File: config.mk
export PLATFORM = sky130hd
export DESIGN_NAME = fetch_sequencer
export DESIGN_NICKNAME = d
export VERILOG_FILES = /design/src/rtl/cpu_isa_pkg.sv /design/src/rtl/fetch_perf_counters.sv /design/src/rtl/fetch_sequencer.sv
export SDC_FILE = /design/constraint.sdc
export NUM_CORES = 1
export LEC_CHECK = 0
export BUFFER_PORTS_ARGS = -buffer_cell sky130_fd_sc_hd__buf_2
export CAP_MARGIN = 0
export CORE_MARGIN = 5
export CORE_UTILIZATION = 40
export DETAILED_ROUTE_END_ITERATION = 6
export HOLD_SLACK_MARGIN = 0.03
export PLACE_DENSITY_LB_ADDON = 0.2
export SYNTH_ARGS = -nofsm -noshare
export SYNTH_HDL_FRONTEND = slang
export SYNTH_SLANG_ARGS = --single-unit
File: constraint.sdc
create_clock -name clk -period 3.4 [get_ports clk]
set_input_delay 0.51 -clock clk [delete_from_list [all_inputs] [get_ports clk]]
set_output_delay 0.51 -clock clk [all_outputs]
set_load 0.1 [all_outputs]
File: src/rtl/cpu_isa_pkg.sv
// Shared ISA definitions: opcode constants, default widths, fetch states and
// the opcode-field extractor used by the ROM, decoder and fetch sequencer.
package cpu_isa_pkg;

  localparam int unsigned DEF_PC_W   = 16;
  localparam int unsigned DEF_INST_W = 9;
  localparam int unsigned OP_W       = 5;

  localparam logic [OP_W-1:0] OP_ADD         = 5'b00000;
  localparam logic [OP_W-1:0] OP_SUB         = 5'b00001;
  localparam logic [OP_W-1:0] OP_AND         = 5'b00010;
  localparam logic [OP_W-1:0] OP_OR          = 5'b00011;
  localparam logic [OP_W-1:0] OP_SHL         = 5'b00100;
  localparam logic [OP_W-1:0] OP_SHR         = 5'b00101;
  localparam logic [OP_W-1:0] OP_SETI        = 5'b00110;
  localparam logic [OP_W-1:0] OP_LOAD        = 5'b00111;
  localparam logic [OP_W-1:0] OP_STORE       = 5'b01000;
  localparam logic [OP_W-1:0] OP_BEQ         = 5'b01001;
  localparam logic [OP_W-1:0] OP_JMP         = 5'b01010;
  localparam logic [OP_W-1:0] OP_MATH_TO_ADR = 5'b01011;
  localparam logic [OP_W-1:0] OP_HALT        = 5'b11010;

  typedef enum logic [1:0] {
    FETCH_RUN       = 2'd0,
    FETCH_HALT_PEND = 2'd1,
    FETCH_HALTED    = 2'd2
  } fetch_state_e;

  function automatic logic [OP_W-1:0] opcode_of(input logic [DEF_INST_W-1:0] inst);
    return inst[DEF_INST_W-1 -: OP_W];
  endfunction

endpackage

File: src/rtl/fetch_perf_counters.sv
// Saturating fetch/bubble event counters; instantiated by fetch_sequencer
// only when FETCH_PERF_CNT_EN is defined.
module fetch_perf_counters (
  input  logic        clk,
  input  logic        rst_n,
  input  logic        fetch_event,
  input  logic        bubble_event,
  output logic [31:0] fetch_count,
  output logic [31:0] bubble_count
);

  always_ff @(posedge clk or negedge rst_n) begin
    if (!rst_n) begin
      fetch_count  <= '0;
      bubble_count <= '0;
    end else begin
      if (fetch_event && (fetch_count != 32'hFFFF_FFFF))
        fetch_count <= fetch_count + 32'd1;
      if (bubble_event && (bubble_count != 32'hFFFF_FFFF))
        bubble_count <= bubble_count + 32'd1;
    end
  end

endmodule

File: src/rtl/fetch_sequencer.sv
// Instruction-fetch controller: PC, IF/ID register, stall/redirect handling and
// drained halt sequencing. Optional perf counters under FETCH_PERF_CNT_EN.
module fetch_sequencer
  import cpu_isa_pkg::*;
#(
  parameter int unsigned     PC_W         = DEF_PC_W,
  parameter int unsigned     INST_W       = DEF_INST_W,
  parameter logic [PC_W-1:0] RESET_PC     = PC_W'(1),
  parameter logic [4:0]      HALT_OPCODE  = OP_HALT,
  parameter int unsigned     DRAIN_CYCLES = 3
) (
  input  logic              clk,
  input  logic              rst_n,
  input  logic              stall,
  input  logic              redirect_valid,
  input  logic [PC_W-1:0]   redirect_target,
  output logic [PC_W-1:0]   pc,
  input  logic [INST_W-1:0] rom_instruction,
  output logic [INST_W-1:0] if_instruction,
  output logic [PC_W-1:0]   if_pc,
  output logic              if_valid,
  output logic              halted
`ifdef FETCH_PERF_CNT_EN
  ,
  output logic [31:0]       fetch_count,
  output logic [31:0]       bubble_count
`endif
);

  localparam int unsigned CNT_W = 4;

  localparam logic [1:0] RUN       = FETCH_RUN;
  localparam logic [1:0] HALT_PEND = FETCH_HALT_PEND;
  localparam logic [1:0] HALTED    = FETCH_HALTED;

  logic [1:0]        state, state_nx;
  logic [CNT_W-1:0]  cnt, cnt_nx;
  logic [PC_W-1:0]   pc_nx, if_pc_nx;
  logic [INST_W-1:0] if_inst_nx;
  logic              if_valid_nx;
  logic              is_halt;

  assign is_halt = (rom_instruction[INST_W-1 -: 5] == HALT_OPCODE);

  // State and IF/ID registers
  always_ff @(posedge clk or negedge rst_n) begin
    if (!rst_n) begin
      state          <= RUN;
      cnt            <= '0;
      pc             <= RESET_PC;
      if_instruction <= '0;
      if_pc          <= '0;
      if_valid       <= 1'b0;
      halted         <= 1'b0;
    end else begin
      state          <= state_nx;
      cnt            <= cnt_nx;
      pc             <= pc_nx;
      if_instruction <= if_inst_nx;
      if_pc          <= if_pc_nx;
      if_valid       <= if_valid_nx;
      halted         <= (state == HALTED);
    end
  end

  // Next-state logic: redirect beats stall beats normal fetch
  always_comb begin
    state_nx    = state;
    cnt_nx      = cnt;
    pc_nx       = pc;
    if_inst_nx  = if_instruction;
    if_pc_nx    = if_pc;
    if_valid_nx = if_valid;
    case (state)
      RUN: begin
        if (redirect_valid) begin
          pc_nx       = redirect_target;
          if_valid_nx = 1'b0;
          if_inst_nx  = '0;
        end else if (!stall) begin
          if_inst_nx  = rom_instruction;
          if_pc_nx    = pc;
          if_valid_nx = 1'b1;
          if (is_halt) begin
            state_nx = HALT_PEND;
            cnt_nx   = CNT_W'(DRAIN_CYCLES);
          end else begin
            pc_nx = pc + PC_W'(1);
          end
        end
      end
      HALT_PEND: begin
        // An older redirect squashes the speculatively fetched halt
        if (redirect_valid) begin
          pc_nx       = redirect_target;
          if_valid_nx = 1'b0;
          if_inst_nx  = '0;
          state_nx    = RUN;
          cnt_nx      = '0;
        end else if (!stall) begin
          if_valid_nx = 1'b0;
          if (cnt <= CNT_W'(1)) begin
            cnt_nx   = '0;
            state_nx = HALTED;
          end else begin
            cnt_nx = cnt - CNT_W'(1);
          end
        end
      end
      HALTED: begin
        if_valid_nx = 1'b0;
      end
      default: begin
        state_nx = RUN;
      end
    endcase
  end

`ifdef FETCH_PERF_CNT_EN
  logic fetch_event_c, bubble_event_c;

  assign fetch_event_c  = (state == RUN) && !redirect_valid && !stall;
  assign bubble_event_c = (state != HALTED) && !fetch_event_c;

  fetch_perf_counters u_perf (
    .clk          (clk),
    .rst_n        (rst_n),
    .fetch_event  (fetch_event_c),
    .bubble_event (bubble_event_c),
    .fetch_count  (fetch_count),
    .bubble_count (bubble_count)
  );
`endif

endmodule

==> results.md <==
- After routing, the total negative slack on setup checks comes to 0 ps.
- The final hold violation count was 0.
- Clock tree synthesis found a total of 49 sinks.
- In this run, synthesis produced a sequential element count of 49.
- The clock latency on the worst-skew pair is 310 ps.
- The endpoint identified for the worst register-to-register timing path is pc[8].
- The sequential cell area is 1227 um^2.
- The maximum net fanout on the critical path is 20.
- After clock tree synthesis, the repair step resized 0 gates.
- The synthesized netlist occupies a cell area of 2465 um^2.
- The achievable frequency is 0.4680 GHz.
- The total routing resource utilization after global routing is 16.19%.
- TritonCTS built the clock tree.
- The global-route wire length before repair is 9804 um.
- STA classifies the critical path startpoint as a flip-flop.
- For this configuration, the core starts out at a cell density of 41.39%.
- The die covers 7832 um^2.
- The delay of the slowest cell on the worst path is 440 ps.
- The category of the critical setup timing path is reg2reg.
- The final critical path takes up 62.85% of the cycle.
- Once detail routing completed, the nets flagged for antenna violations numbered 0.
- The number of top-level pins is 72.
- The number of antenna violations at the first check in global routing is 0.
- The worst hold path belongs to the class in2async.
- The worst clock skew on the final layout is 6.134 ps.
- The detailed-placement wirelength estimate is 4255 um.
- The die span in x is 88.50 um.
- The netlist uses 39 different library cells.
- The net count of the mapped netlist is 288.
- The synthesis warning total is 0.
- The startpoint identified for the worst register-to-register timing path is state[1].
- The core region is 5956 um^2.
- The total overflow left after global routing is 0.
- The number of enable-type register cells in the synthesized netlist is 0.
- After detailed routing, the total wire length is 5843 um.
- The number of levels the H-tree was split into is 2.
- The antenna diode count is 0.
- From bottom edge to top edge, the die measures 88.50 um.
- The number of CTS-inserted buffers is 5.
- The number of fill cells in the layout is 587.
- Clock-pin slew was measured on the worst setup and hold paths at 90 ps.
- The share of the yosys chip area belonging to registers is 49.80%.
- In the final routed layout, each cell accounts on average for 14.68 um.
- For the worst setup path, the data required time is 3600 ps.
- The congestion estimate from routability-driven global placement came to 0.9245.
- The count of unresolved DRC violations after routing is 0.
- Among all flip-flop cells after synthesis, the most frequent one is sky130_fd_sc_hd__dfrtp_1.
- The signal on the critical path passes through inv_1, ha_1, nor2_1, o22ai_1, buf_4, a21o_1, a21oi_1, o22a_1.
- Cells with a size suffix above 1 make up 34.06% of the layout.
- The growth of design area from synthesis to finish is 22.59%.
- The post-layout net count is 357.
- Setup violations remaining at the end of the flow were counted as 0.
- The initial detailed-routing violation count is 81.
- On the final layout, the worst hold slack is 157.5 ps.
- The number of hold buffers added after CTS was 0.
- The combined area of the multi-input logic cells is 1165 um^2.
- STA classifies the critical path endpoint as a flip-flop.
- The cell count of the worst reg-to-reg path is 8.
- Headroom to the max-slew limit came out at 41.09%.
- The library cell used most frequently in the layout, excluding fill and tap cells, is sky130_fd_sc_hd__buf_2.
- Dividing the synthesized area by the synthesized cell count gives 9.743 um^2.
- The actual transition at the worst max-transition pin is 881.6 ps.
- The count of input and output buffers is 71.
- The largest buffer count on any clock path is 2.
- Setup repair after global routing left no endpoint under its margin.
- The number of detailed-route iterations in the first pass is 4.
- In the layout the commonest cells are sky130_fd_sc_hd__buf_2, sky130_fd_sc_hd__dfrtp_1, sky130_fd_sc_hd__nand2_1.
- The time the worst path needs with I/O delays and setup is 2137 ps.
- The via-per-instance ratio is 5.256.
- The pin count of the biggest net entering global routing is 45.
- Once the clock tree was built, the setup fixing pass inserted 0 buffers.
- The reg2reg setup slack is 1260 ps.
- The via count of the first global-routing pass was 1,977.
- The cell row count is 28.
- The total via count in the routed design is 2,092.
- The number of max-cap violations is 0.
- The slowest stage of the critical path is the sky130_fd_sc_hd__ha_1 cell.
- The arrival time at the worst endpoint is 2340 ps.
- Of all flip-flops after synthesis, the portion carrying an async set or reset was 100.0%.
- The clock tree root buffer cell is sky130_fd_sc_hd__clkbuf_8.
- The run finished with clean final reports.
- The max-slew violation count is 0.
- After technology mapping, the gate count stands at 253.
## worst max path at each step
stage                   from           endpoint
floorplan              pc[2]             pc[15]
global placement    state[1]              pc[8]
detailed placement  state[0]  if_instruction[8]
CTS                 state[0]  if_instruction[8]
global route        state[1]  if_instruction[3]
finish              state[1]              pc[8]
## worst max-delay path: cells and delay by family (launching register included)
kind	cells	cell delay [ps]
adders and majority gates	1	440
buffers and inverters	2	360
DFF	1	390
and+or+nand+nor	1	90
AOI/OAI and AO/OA	4	760
## per-stage QoR
stage | worst slack, ps | cells | utilization [%] | area (um^2)
floorplan | 1017 | 253 | - | 2465
global placement | 1313 | 390 | 48.72 | 2902
detailed placement | 1262 | 390 | 48.72 | 2902
CTS | 1255 | 398 | 50.74 | 3022
global route | 1007 | 398 | 50.74 | 3022
finish | 1263 | 398 | 50.74 | 3022
## layout make-up
type	count	area share, %
Tap cell	75	3.106
Sequential cell	49	40.62
Multi-Input combinational cell	184	38.55
Timing Repair Buffer	76	13.00
Clock inverter	2	1.242
Clock buffer	6	2.733
Inverter	6	0.7453
## Yosys cell counts (all sizes together) (5+ instances only)
cell	instances	share of area [%]
inv	6	0.91
nand2	38	5.8
dfrtp	48	49
o21ai	27	5.6
a21oi	25	5.1
nor2	12	1.8
clkbuf	10	1.5
nand4	5	1.3
nand3	12	2.4
ha	6	3.0
mux2	18	8.2
o22ai	5	1.3
## logic make-up (layout without fill, tap and decap cells)
| kind of cell | count (synthesis) | after routing | synth area share (%) |
|---|---|---|---|
| and+or+nand+nor | 85 | 85 | 17.31 |
| buffers and inverters | 20 | 90 | 3.249 |
| adders and majority gates | 6 | 6 | 3.046 |
| muxes | 20 | 20 | 9.035 |
| AOI/OAI and AO/OA | 73 | 73 | 17.56 |
| DFF | 49 | 49 | 49.80 |
## layer usage
layer,global-route usage [%],wire length [um],up-vias
met2,25.63,2772,43
met4,6.044,76,0
met3,2.793,302,5
li1,-,-,1042
met5,0,0,-
met1,22.28,2692,1002
## state kept, by name, indices dropped and copies added (netlist names)
signal,flops
cnt,4
state,2
pc,16
if_valid,1
if_instruction,9
if_pc,16
halted,1
Power is not shown: default switching activity piles up to over one toggle a cycle in this logic, so the estimate is an artifact.
